`src/rtl/sysref_gate_monitor.sv`:
```
// SYSREF period monitor with lock detection and a whole-pulse burst gate toward the RFDC.
// Single clock domain; user_sysref arrives already registered from the clock-signaling stage.
module sysref_gate_monitor #(
    parameter int unsigned PERIOD_W    = 16,
    parameter int unsigned EXP_PERIOD  = 64,
    parameter int unsigned TOL         = 1,
    parameter int unsigned LOCK_CNT    = 4,
    parameter int unsigned BURST_EDGES = 8
) (
    input  logic                master_clock,
    input  logic                aresetn,
    input  logic                user_sysref,
    input  logic                arm,
    input  logic                disarm,
    input  logic                clear_err,
    output logic                sysref_gated,
    output logic                locked,
    output logic [PERIOD_W-1:0] period_meas,
    output logic                period_valid,
    output logic                err_sticky,
    output logic                gate_busy,
    output logic                burst_done
);

    localparam logic [PERIOD_W-1:0] CntMax     = {PERIOD_W{1'b1}};
    localparam logic [PERIOD_W-1:0] CntNearMax = {{(PERIOD_W-1){1'b1}}, 1'b0};
    localparam logic [PERIOD_W-1:0] ExpP       = PERIOD_W'(EXP_PERIOD);
    localparam logic [PERIOD_W-1:0] TolP       = PERIOD_W'(TOL);
    localparam logic [7:0]          LockCnt8   = 8'(LOCK_CNT);
    localparam logic [7:0]          Burst8     = 8'(BURST_EDGES);

    typedef enum logic [1:0] {LkUnlocked, LkTrack, LkLocked} lock_e;
    typedef enum logic [1:0] {GtIdle, GtWait, GtPass, GtDone} gate_e;

    logic                s1_q, s2_q, s3_q;
    logic                rise, fall;
    logic [PERIOD_W-1:0] cnt_q, cnt_d, meas_q, meas_d, diff;
    logic                pv_q, pv_d, to_q, to_d, first_q, first_d;
    logic                good, meas_good, bad_evt;
    lock_e               lock_q, lock_d;
    logic [7:0]          good_cnt_q, good_cnt_d;
    logic                err_q, err_d;
    gate_e               gate_q, gate_d;
    logic [7:0]          pulse_cnt_q, pulse_cnt_d;
    logic                abort_q, abort_d, open_now, gated_q, gated_d;

    assign rise = s2_q & ~s3_q;
    assign fall = ~s2_q & s3_q;

    // Period counter: the first rise after reset or timeout only re-arms the measurement.
    always_comb begin
        cnt_d   = cnt_q;
        meas_d  = meas_q;
        pv_d    = 1'b0;
        to_d    = 1'b0;
        first_d = first_q;
        if (rise) begin
            cnt_d = {{(PERIOD_W-1){1'b0}}, 1'b1};
            if (first_q) begin
                meas_d = cnt_q;
                pv_d   = 1'b1;
            end else begin
                first_d = 1'b1;
            end
        end else if (cnt_q != CntMax) begin
            cnt_d = cnt_q + 1'b1;
            if (cnt_q == CntNearMax) begin
                to_d    = 1'b1;
                first_d = 1'b0;
            end
        end
    end

    always_comb begin
        diff      = (meas_q >= ExpP) ? (meas_q - ExpP) : (ExpP - meas_q);
        good      = (diff <= TolP);
        meas_good = pv_q & good;
        bad_evt   = (pv_q & ~good) | to_q;
        err_d     = err_q;
        if (lock_q == LkLocked && bad_evt) begin
            err_d = 1'b1;
        end else if (clear_err) begin
            err_d = 1'b0;
        end
    end

    always_ff @(posedge master_clock or negedge aresetn) begin
        if (!aresetn) begin
            s1_q    <= 1'b0;
            s2_q    <= 1'b0;
            s3_q    <= 1'b0;
            cnt_q   <= '0;
            meas_q  <= '0;
            pv_q    <= 1'b0;
            to_q    <= 1'b0;
            first_q <= 1'b0;
            err_q   <= 1'b0;
            gated_q <= 1'b0;
        end else begin
            s1_q    <= user_sysref;
            s2_q    <= s1_q;
            s3_q    <= s2_q;
            cnt_q   <= cnt_d;
            meas_q  <= meas_d;
            pv_q    <= pv_d;
            to_q    <= to_d;
            first_q <= first_d;
            err_q   <= err_d;
            gated_q <= gated_d;
        end
    end

    // Lock FSM
    always_ff @(posedge master_clock or negedge aresetn) begin
        if (!aresetn) begin
            lock_q     <= LkUnlocked;
            good_cnt_q <= '0;
        end else begin
            lock_q     <= lock_d;
            good_cnt_q <= good_cnt_d;
        end
    end

    always_comb begin
        lock_d     = lock_q;
        good_cnt_d = good_cnt_q;
        unique case (lock_q)
            LkUnlocked: begin
                if (meas_good) begin
                    good_cnt_d = 8'd1;
                    lock_d     = (LOCK_CNT <= 1) ? LkLocked : LkTrack;
                end
            end
            LkTrack: begin
                if (bad_evt) begin
                    lock_d     = LkUnlocked;
                    good_cnt_d = '0;
                end else if (meas_good) begin
                    good_cnt_d = good_cnt_q + 8'd1;
                    if (good_cnt_d == LockCnt8) lock_d = LkLocked;
                end
            end
            LkLocked: begin
                if (bad_evt) begin
                    lock_d     = LkUnlocked;
                    good_cnt_d = '0;
                end
            end
            default: lock_d = LkUnlocked;
        endcase
    end

    always_comb begin
        locked = (lock_q == LkLocked);
    end

    // Gate FSM
    always_ff @(posedge master_clock or negedge aresetn) begin
        if (!aresetn) begin
            gate_q      <= GtIdle;
            pulse_cnt_q <= '0;
            abort_q     <= 1'b0;
        end else begin
            gate_q      <= gate_d;
            pulse_cnt_q <= pulse_cnt_d;
            abort_q     <= abort_d;
        end
    end

    always_comb begin
        gate_d      = gate_q;
        pulse_cnt_d = pulse_cnt_q;
        abort_d     = abort_q;
        unique case (gate_q)
            GtIdle: if (arm && !disarm) gate_d = GtWait;
            GtWait: begin
                if (disarm) begin
                    gate_d = GtIdle;
                end else if (open_now) begin
                    gate_d      = GtPass;
                    pulse_cnt_d = 8'd1;
                    abort_d     = 1'b0;
                end
            end
            GtPass: begin
                if (rise) pulse_cnt_d = pulse_cnt_q + 8'd1;
                // Abort only while SYSREF is low so the pulse in flight is never truncated.
                if (disarm || abort_q || !locked) begin
                    if (!s2_q) begin
                        gate_d  = GtIdle;
                        abort_d = 1'b0;
                    end else begin
                        abort_d = 1'b1;
                    end
                end else if (fall && pulse_cnt_q == Burst8) begin
                    gate_d = GtDone;
                end
            end
            GtDone: begin
                if (disarm) gate_d = GtIdle;
                else if (arm) gate_d = GtWait;
            end
            default: gate_d = GtIdle;
        endcase
    end

    always_comb begin
        open_now   = (gate_q == GtWait) & locked & rise & ~disarm;
        gate_busy  = (gate_q == GtWait) | (gate_q == GtPass);
        burst_done = (gate_q == GtDone);
        gated_d    = s2_q & ((gate_q == GtPass) | open_now);
    end

    assign sysref_gated = gated_q;
    assign period_meas  = meas_q;
    assign period_valid = pv_q;
    assign err_sticky   = err_q;

endmodule

```
`config.mk`:
```
export PLATFORM = sky130hd
export DESIGN_NAME = sysref_gate_monitor
export DESIGN_NICKNAME = d
export VERILOG_FILES = /design/src/rtl/sysref_gate_monitor.sv
export SDC_FILE = /design/constraint.sdc
export NUM_CORES = 1
export LEC_CHECK = 0
export BUFFER_PORTS_ARGS = -buffer_cell sky130_fd_sc_hd__buf_4
export CAP_MARGIN = 20
export CELL_PAD_IN_SITES_DETAIL_PLACEMENT = 2
export CELL_PAD_IN_SITES_GLOBAL_PLACEMENT = 2
export CORE_ASPECT_RATIO = 1.75
export CORE_MARGIN = 2
export CORE_UTILIZATION = 36
export CTS_BUF_LIST = sky130_fd_sc_hd__clkbuf_2
export DETAILED_ROUTE_END_ITERATION = 10
export GPL_ROUTABILITY_DRIVEN = 1
export PLACE_DENSITY = 0.89
export SLEW_MARGIN = 40
export SYNTH_ARGS = -nofsm -noshare
export SYNTH_HDL_FRONTEND = slang
export SYNTH_SLANG_ARGS = --single-unit
```
`constraint.sdc`:
```
create_clock -name master_clock -period 3.24 [get_ports master_clock]
set_input_delay 0 -clock master_clock [delete_from_list [all_inputs] [get_ports master_clock]]
set_output_delay 0 -clock master_clock [all_outputs]
set_load 0.05 [all_outputs]
```
# == Word level (Yosys, flattened, before mapping) ==
# Cells that the tools add are included.
# totals
ff_bits,61
input_bits,6
word_cells,122
# op_classes
n_addsub,5
eq_ne,22
n_lt_le_gt_ge,2
reduce_logical,21
muxes,42
bitwise_logic,15
# ops
cell,count
8-bit 2-to-1 mux,7
16-bit 2-to-1 mux,3
2-bit 2-to-1 mux,13
8-bit one-hot mux with 3 select lines,1
"3-bit inequality test, second input constant",6
"16-bit by 1-bit adder with 16-bit output, second input constant",1
"8-bit by 1-bit adder with 8-bit output, second input constant",2
"16-bit equality test, second input constant",1
"16-bit by 7-bit >= comparator with 1-bit output, second input constant",1
"16-bit by 1-bit <= comparator with 1-bit output, second input constant",1
"16-bit inequality test, second input constant",1
8-bit one-hot mux with 2 select lines,1
4-bit AND reduction,4
"16-bit by 7-bit subtractor with 16-bit output, second input constant",1
"7-bit by 16-bit subtractor with 16-bit output, first input constant",1
1-bit 2-to-1 mux,14
"2-bit inequality test, second input constant",6
1-bit AND,8
"8-bit by 3-bit equality test with 1-bit output, second input constant",1
"8-bit by 4-bit equality test with 1-bit output, second input constant",1
2-bit one-hot mux with 4 select lines,1
2-bit nonzero test,4
"2-bit equality test, second input constant",3
2-bit one-hot mux with 3 select lines,1
other kinds (12),24

# == Logic depth before layout (Yosys ltp) ==
# Gate-level depths: netlist (run 1).
# depth
ltp_word,8
ltp_mapped,11

# == Worst setup path after synthesis (run 1) ==
# No wires, ideal clock.
# synth_timing
kind,register to register
from,"reg meas_q[2], in the netlist period_meas[2]"
to,reg good_cnt_q[7]
n_path_buf,0
required_time_ns,3.114
period_less_slack_ns,3.615
setup_time_ns,0.126
path_stages_with_launch,9
slack_ns,-0.375
t_arrival_ns,3.489
cell_sequence,dfrtp_1 -> or4_4 -> o31a_1 -> or4b_1 -> a221o_1 -> nor4_4 -> mux2i_1 -> nor2_2 -> a221o_1
# synth_between
elab_chain_len,8
elab_cells_between_ends,15
cone_classes,add/sub (2); order compare (2); eq/ne (3); mux (3); bitwise (4); reduce/logical (1)
# synth_rtl
element,line_no,source
"start, declared",37,"logic [PERIOD_W-1:0] cnt_q, cnt_d, meas_q, meas_d, diff;"
"start signal, assigned",104,meas_q <= meas_d;
"7-bit by 16-bit subtractor with 16-bit output, or another cell as far along",75,diff = (meas_q >= ExpP) ? (meas_q - ExpP) : (ExpP - meas_q);
16-bit 2-to-1 mux (*),75,
16-bit by 1-bit <= comparator with 1-bit output (*),76,good = (diff <= TolP);
1-bit NOT,78,bad_evt = (pv_q & ~good) | to_q;
1-bit AND,78,
1-bit OR,78,
"3-bit inequality test (no source line), or another cell as far along",n/a,
4-bit AND reduction (no source line) or 8-bit one-hot mux with 3 select lines (tied branches),n/a,
"end signal, assigned",120,good_cnt_q <= good_cnt_d;
"end, declared",41,"logic [7:0] good_cnt_q, good_cnt_d;"
# Mark *: on every way between the ends. The rest lies on a longest branch, timed or not.
# A chain may end at the register's enable or synchronous reset.

# == Final worst setup path (run 1) ==
# layout_timing
from,"reg meas_q[5], in the netlist period_meas[5]"
to,reg good_cnt_q[7]
# The elaborated chain is that of the path after synthesis.

==> summary.md, run 1 <==
| Metric | Value |
|---|---|
| Run status | `finished with violations` |
| Failing checks | `negative setup slack` |
| Critical path's top delay family | `simple AND/OR/NAND/NOR gates` |
| Syn Area/Cell | `around 9.5 µm²` |
| Async set-reset flop share out of synthesis | `100%` |
| Post-route ant nets | `0` |
| Sw Share | `41.7%` |
| WS Path Type | `flop to flop` |
| Initial antenna violation count | `0` |
| Top FF cell, synth | `dfrtp_1` |
| Slew Limit Headroom | `between 40% and 50%` |
| FF/Latch Area | `1530 µm²` |
| Clk root buf | `clkbuf_2` |
| Post-route DRC | `0` |
| CP bufs+invs | `1` |
| Num CTS Buffers | `9` |
| Cell count after synthesis | `366` |
| Crit path required time | `around 3.8 ns` |
| Die width | `78.3 µm` |
| Critical path cell sequence | `or4_4, o31a_1, or4b_1, a221o_1, nor4_4, buf_6, mux2i_4, nor2_4, a221o_1` |
| IO Pins | `28` |
| Largest net degree at the start of global routing | `slightly above 60` |
| PortBufs | `27` |
| Clock transition at the registers of the reported paths | `between 0.2 and 0.25 ns` |
| Setup crit start kind | `flop` |
| Footprint of the multi-input gates | `1920 µm²` |
| Via-to-Cell Ratio | `approximately 5.7` |
| Vias in the first global route | `approximately 3800` |
| Layout cells sized above 1 | `a little over a quarter` |
| Synth top area cells | `dfrtp_1 44%, ha_1 6.5%, nor2_1 4.5%` |
| Final net count | `460` |
| Filler cells | `~1000` |
| Logic gate share of total power | `42.1%` |
| Grt total ovfl | `0` |
| Core box area | `about 9400 µm²` |
| Tot GR Track Use | `25.1%` |
| Wire per inst | `roughly 22 µm` |
| Worst r2r src | `period_meas[5]$_DFFE_PN0P_` |
| CP dominant cell by count | `a221o_1` |
| TritonCTS clock tree | `done` |
| Seq pwr share | `~36%` |
| Slew @ Worst Pin | `between 0.7 and 0.8 ns` |
| First-pass GRT wire length | `around 20 mm` |
| Synthesized area | `around 3500 µm²` |
| Achievable frequency | `a little over 0.3 GHz` |
| Number of synthesized flops with an enable pin | `0` |
| Critical path's largest stage delay | `approximately 0.56 ns` |
| Pleak | `approximately 2.0 nW` |
| Initial core utilization | `a little under two fifths` |
| Setup WS post-layout | `-0.0196 ns` |
| Seq/Total Area, Yosys | `between 40% and 50%` |
| HPWL after DPL | `8.58 mm` |
| Setup slack, reg-to-reg | `-0.02 ns` |
| DR pass1 iterations | `4` |
| Setup TNS | `-0.0196 ns` |
| Tmin final | `around 3.3 ns` |
| Vias | `~3200` |
| DR iter-0 viols | `110` |
| Distinct cells, synth | `61` |
| Placement Rows | `47` |
| Period utilization | `101%` |
| Internal power | `between 0.0015 and 0.002 W` |
| CTS H-tree depth | `3` |
| Antenna cells | `0` |
| Net Sw Power | `approximately 0.0011 W` |
| Worst hold path class | `primary input to flop` |
| Clock Sink Count | `61` |
| Fin cells | `between 500 and 600` |
| Syn_nets | `390` |
| Worst IR drop on VDD | `~0.00034 V` |
| Max clock buf depth | `2` |
| Commonest non-fill, non-tap cell in the layout | `buf_4` |
| Drt total wl | `12.2 mm` |
| Max_cap viols | `0` |
| CP max FO | `6` |
| R2r worst-path depth | `9` |
| Placer Congestion | `0.835` |
| Latest clock arrival within the worst-skew pair | `between 0.5 and 0.6 ns` |
| Die height | `roughly 130 µm` |
| Overall power | `roughly 0.0027 W` |
| Arrival @ worst endpoint | `3.77 ns` |
| Largest area contributor in the netlist | `dfrtp_1` |
| Power Density | `619 nW/µm²` |
| Area growth, synth to finish | `24.4%` |
| Min-Delay Path Depth | `4` |
| Worst flop-to-flop path endpoint | `good_cnt_q[7]$_DFFE_PN0P_` |
| Final Max Tran Viols | `0` |
| Die ar. | `approximately 10000 µm²` |
| Clock power frac | `22.3%` |
| Hold-critical path endpoint | `gate_q[1]$_DFFE_PN0P_` |
| Final hold viol count | `0` |
| Final setup fails | `1` |
| Placed Instances | `541` |
| CP endpoint kind | `flop` |
| Yosys warns | `0` |
| Clk_skew | `about 0.055 ns` |
| Most frequent cells in the layout | `57 x buf_4, 56 x dfrtp_1, 42 x nor2_1` |
| Top-area cell type share of the netlist area | `43.9%` |
| RSZ-0062 raised after global routing | `yes` |
| Slowest-stage cell, CP | `or4_4` |
| Hold Path Origin | `arm` |
| Seq cells post-synth | `61` |
## worst min-delay path, stage by stage
cell and delay, ns:
buf_4 0.11, a21oi_1 0.16, a2111o_1 0.19, a21o_1 0.13
## kinds of logic (layout without fill, tap and decap cells)
kind of cell	after synthesis	in the layout	share of synthesized area, %
AOI/OAI and AO/OA	89	89	17.0
xor gates and xnor gates	10	10	2.52
adders and majority gates	18	18	6.48
buffers and inverters	26	101	2.81
DFF	61	61	43.9
muxes	17	17	5.72
and+or+nand+nor	145	145	21.6
## state kept, by name, summed over array words and instances (netlist names)
register / count
cnt_q: 16
period_meas: 16
good_cnt_q: 8
pulse_cnt_q: 8
gate_q: 2
lock_q: 2
abort_q: 1
err_sticky: 1
first_q: 1
period_valid: 1
s1_q: 1
s2_q: 1
s3_q: 1
sysref_gated: 1
to_q: 1
## power groups by stage
stage | clock network [W] | logic (W) | registers [W]
after detailed placement | 0 | 0.00103 | 0.000965
after floorplan | 0 | 0.000562 | 0.00103
after global placement | 0 | 0.000960 | 0.000954
final | 0.000597 | 0.00113 | 0.000953
after global routing | 0.000637 | 0.00122 | 0.000968
after CTS | 0.000600 | 0.00111 | 0.000952
## stage by stage
stage                     cell area (µm²)  hold slack [ns]  worst slack (ns)  utilization (%)
after floorplan                      3490           -0.296            -0.287                -
after global placement               4060            0.111            -0.155             43.2
after detailed placement             4060            0.111            -0.261             43.2
after CTS                            4300          0.00841           -0.0939             45.7
after global routing                 4320           0.0439           -0.0958             45.9
final                                4320           0.0574           -0.0196             45.9
## per-layer routing
layer	vias to the layer above	track usage (%)	routed length [µm]
li1	1455	-	-
met3	41	4.58	285
met1	1627	27.0	4650
met2	62	45.9	6710
met5	-	0	0
met4	0	13.3	530
## worst max-delay path by stage
stage                               startpoint                   endpoint  depth (start not counted)
finish              period_meas[5]$_DFFE_PN0P_  good_cnt_q[7]$_DFFE_PN0P_                          9
detailed placement  period_meas[5]$_DFFE_PN0P_  good_cnt_q[7]$_DFFE_PN0P_                          9
CTS                 period_meas[5]$_DFFE_PN0P_  good_cnt_q[7]$_DFFE_PN0P_                          9
global placement    period_meas[5]$_DFFE_PN0P_  good_cnt_q[7]$_DFFE_PN0P_                          9
global route        period_meas[5]$_DFFE_PN0P_  good_cnt_q[7]$_DFFE_PN0P_                          9
floorplan           period_meas[5]$_DFFE_PN0P_  good_cnt_q[7]$_DFFE_PN0P_                          8
## synth_stat cells, drive strengths merged (4+ instances only)
library cell  count
ha               18
nor3              8
a21oi            14
xor2              6
a211oi            5
and3              7
mux2             14
nand3            11
clkbuf            4
dfrtp            61
nor2             43
or3               5
nor4              5
a22o              9
nor2b            10
o21ai            31
a21o              5
nand2            32
inv              20
xnor2             4
## cell type report
class | count | share of cell area [%]
multi-input combinational | 279 | 44.3
sequential | 61 | 35.5
timing repair buffer | 64 | 11.6
tap | 122 | 3.53
clock inverter | 7 | 2.26
inverter | 21 | 1.82
clock buffer | 9 | 1.04
## timing repair
item / in CTS / in global routing
buffers inserted: 1 / 0
endpoints found under the setup margin: 10 / 10
hold buffers: 4 / 1
hold endpoints to repair: 67 / 34
gates resized for setup: 14 / 1
pin swaps: 7 / 4
Power figures use the tool's default switching activity.
==> inputs of run 2 (changes only) <==
--- a/config.mk
+++ b/config.mk
@@ -11,11 +11,12 @@
 export CELL_PAD_IN_SITES_GLOBAL_PLACEMENT = 2
 export CORE_ASPECT_RATIO = 1.75
 export CORE_MARGIN = 2
-export CORE_UTILIZATION = 36
+export CORE_UTILIZATION = 39
 export CTS_BUF_LIST = sky130_fd_sc_hd__clkbuf_2
 export DETAILED_ROUTE_END_ITERATION = 10
 export GPL_ROUTABILITY_DRIVEN = 1
-export PLACE_DENSITY = 0.89
+export MAX_ROUTING_LAYER = met4
+export PLACE_DENSITY = 0.91
 export SLEW_MARGIN = 40
 export SYNTH_ARGS = -nofsm -noshare
 export SYNTH_HDL_FRONTEND = slang
==> constraint.sdc (replaced) <==
create_clock -name master_clock -period 3.4 [get_ports master_clock]
set_input_delay 0 -clock master_clock [delete_from_list [all_inputs] [get_ports master_clock]]
set_output_delay 0 -clock master_clock [all_outputs]
set_load 0.05 [all_outputs]
==> run 2 against run 1 <==
Global-route usage up 0.13 points; final area down 3.0%; clock power down 30%; the flow now finishes without violations; sequential share of layout area up 1.1 points; routed wire length down 7.5%; sequential power down 4.0%.
==> summary.md, run 2 (synthesized netlist as in run 1, its figures left out) <==
| Metric | Value |
|---|---|
| RSZ-0062 raised after global routing | `yes` |
| CP max FO | `6` |
| Worst IR drop on VDD | `about 0.00032 V` |
| Largest net degree at the start of global routing | `just over 60` |
| Core box area | `~8700 µm²` |
| Commonest non-fill, non-tap cell in the layout | `dfrtp_1` |
| Worst hold path class | `primary input to flop` |
| Hold Path Origin | `arm` |
| Tot GR Track Use | `roughly 25%` |
| Clock Sink Count | `a little over 60` |
| Num CTS Buffers | `9` |
| Tmin final | `roughly 3.3 ns` |
| Final net count | `roughly 450` |
| HPWL after DPL | `8.04 mm` |
| Die height | `between 100 and 150 µm` |
| DR iter-0 viols | `110` |
| CTS H-tree depth | `3` |
| IO Pins | `28` |
| DR pass1 iterations | `4` |
| Overall power | `0.00233 W` |
| Fin cells | `around 550` |
| Initial antenna violation count | `1` |
| Hold WS | `0.0974 ns` |
| Final Max Tran Viols | `0` |
| Layout cells sized above 1 | `23.8%` |
| WS Path Type | `flop to flop` |
| Setup crit start kind | `flop` |
| Most frequent cells in the layout | `54 x dfrtp_1, 50 x buf_4, 42 x nor2_1` |
| Die ar. | `roughly 10000 µm²` |
| Slowest-stage cell, CP | `or4_4` |
| PortBufs | `27` |
| Slew @ Worst Pin | `about 0.64 ns` |
| TritonCTS clock tree | `done` |
| Wire per inst | `slightly above 20 µm` |
| Max clock buf depth | `2` |
| Worst r2r src | `period_meas[3]$_DFFE_PN0P_` |
| Placer Congestion | `0.825` |
| Crit path required time | `around 3.9 ns` |
| Max_cap viols | `0` |
| Vias in the first global route | `about 3500` |
| Die width | `about 75 µm` |
| Achievable frequency | `0.303 GHz` |
| First-pass GRT wire length | `17.7 mm` |
| Placed Instances | `525` |
| Arrival @ worst endpoint | `3.75 ns` |
| Area growth, synth to finish | `20.7%` |
| Vias | `about 3100` |
| Critical path cell sequence | `or4_4, o31a_1, or4b_4, a221o_1, nor4_4, buf_6, o211ai_1, nor2_2, a22o_1` |
| Via-to-Cell Ratio | `between 5 and 6` |
| Run status | `complete, no violations` |
| Period utilization | `a little under 100%` |
| Final hold viol count | `0` |
| Setup slack, reg-to-reg | `approximately 0.096 ns` |
| Clock transition at the registers of the reported paths | `about 0.17 ns` |
| Critical path's largest stage delay | `roughly 0.55 ns` |
| Slew Limit Headroom | `57.3%` |
| Placement Rows | `45` |
| Clk_skew | `slightly above 0.03 ns` |
| Final setup fails | `0` |
| Grt total ovfl | `0` |
| Fin util | `about half` |
| Clk root buf | `clkbuf_2` |
| Crit path launch | `period_meas[3]$_DFFE_PN0P_` |
| Initial core utilization | `40.1%` |
| Power Density | `~560 nW/µm²` |
| Post-route ant nets | `0` |
| Post-route DRC | `0` |
| Pleak | `between 1.5 and 2 nW` |
| Drt total wl | `11.3 mm` |
| Latest clock arrival within the worst-skew pair | `~0.52 ns` |
| CP endpoint kind | `flop` |
## run 2: changes by cell type in the layout (fill, tap and decap cells not counted), sizes merged
cell      delta
buf          -7
clkbuf       +2
clkinv       +2
clkinvlp     -2
inv          -2
bufinv       -1
diode        +1
## run 2: critical path: cells and delay by family (launching register included)
| family | cells | cell delay [ns] |
|---|---|---|
| and+or+nand+nor | 4 | 1.54 |
| DFF | 1 | 0.45 |
| AOI/OAI and AO/OA | 4 | 1.07 |
| buffers and inverters | 1 | 0.17 |
## run 2: final timing paths
| check | to | cells after the start |
|---|---|---|
| setup / recovery | good_cnt_q[5]$_DFFE_PN0P_ | 9 |
| hold / removal | gate_q[0]$_DFFE_PN0P_ | 4 |
| setup reg to reg | good_cnt_q[5]$_DFFE_PN0P_ | 9 |
| hold reg to reg | s2_q$_DFF_PN0_ | 0 |
| max in group asynchronous | period_meas[6]$_DFFE_PN0P_ | 3 |
| min in group asynchronous | cnt_q[5]$_DFFE_PN0P_ | 3 |
## run 2: timing repair
item                                   CTS  global route
buffers inserted                         5             0
gates resized for setup                  3             8
setup endpoints to repair                8            10
hold buffers                             4             1
pin swaps                                4             3
endpoints found under the hold margin   66             7
## run 2: layer usage
metal	GRT usage [%]	share of wire [%]
met5	-	0
met3	4.78	2.2
met2	44.3	57
met1	26.9	38
met4	10.3	3.2
## run 2: final cells by class
| type | instances | area, µm² |
|---|---|---|
| Antenna cell | 1 | 2.50 |
| Sequential cell | 61 | 1540 |
| Fill cell | 950 | 4480 |
| Clock buffer | 11 | 55.1 |
| Clock inverter | 4 | 41.3 |
| Timing Repair Buffer | 57 | 448 |
| Tap cell | 117 | 146 |
| Multi-Input combinational cell | 279 | 1890 |
| Inverter | 21 | 78.8 |
## run 2: power by group
| group | leakage [nW] | total (W) | internal, W | switching [W] |
|---|---|---|---|---|
| clock network | 0.0645 | 0.000419 | 0.000165 | 0.000254 |
| registers | 0.803 | 0.000915 | 0.000812 | 0.000103 |
| logic | 1.11 | 0.000998 | 0.000393 | 0.000605 |
| total | 1.98 | 0.00233 | 0.00137 | 0.000962 |
## run 2: through the flow
stage / area [µm²] / setup slack, ns / TNS (ns)
after floorplan: 3490 / -0.127 / -0.455
after global placement: 3970 / 0.0218 / 0
after detailed placement: 3970 / -0.104 / -0.206
after CTS: 4160 / 0.00586 / 0
after global routing: 4190 / -0.0278 / -0.0540
final: 4190 / 0.0955 / 0
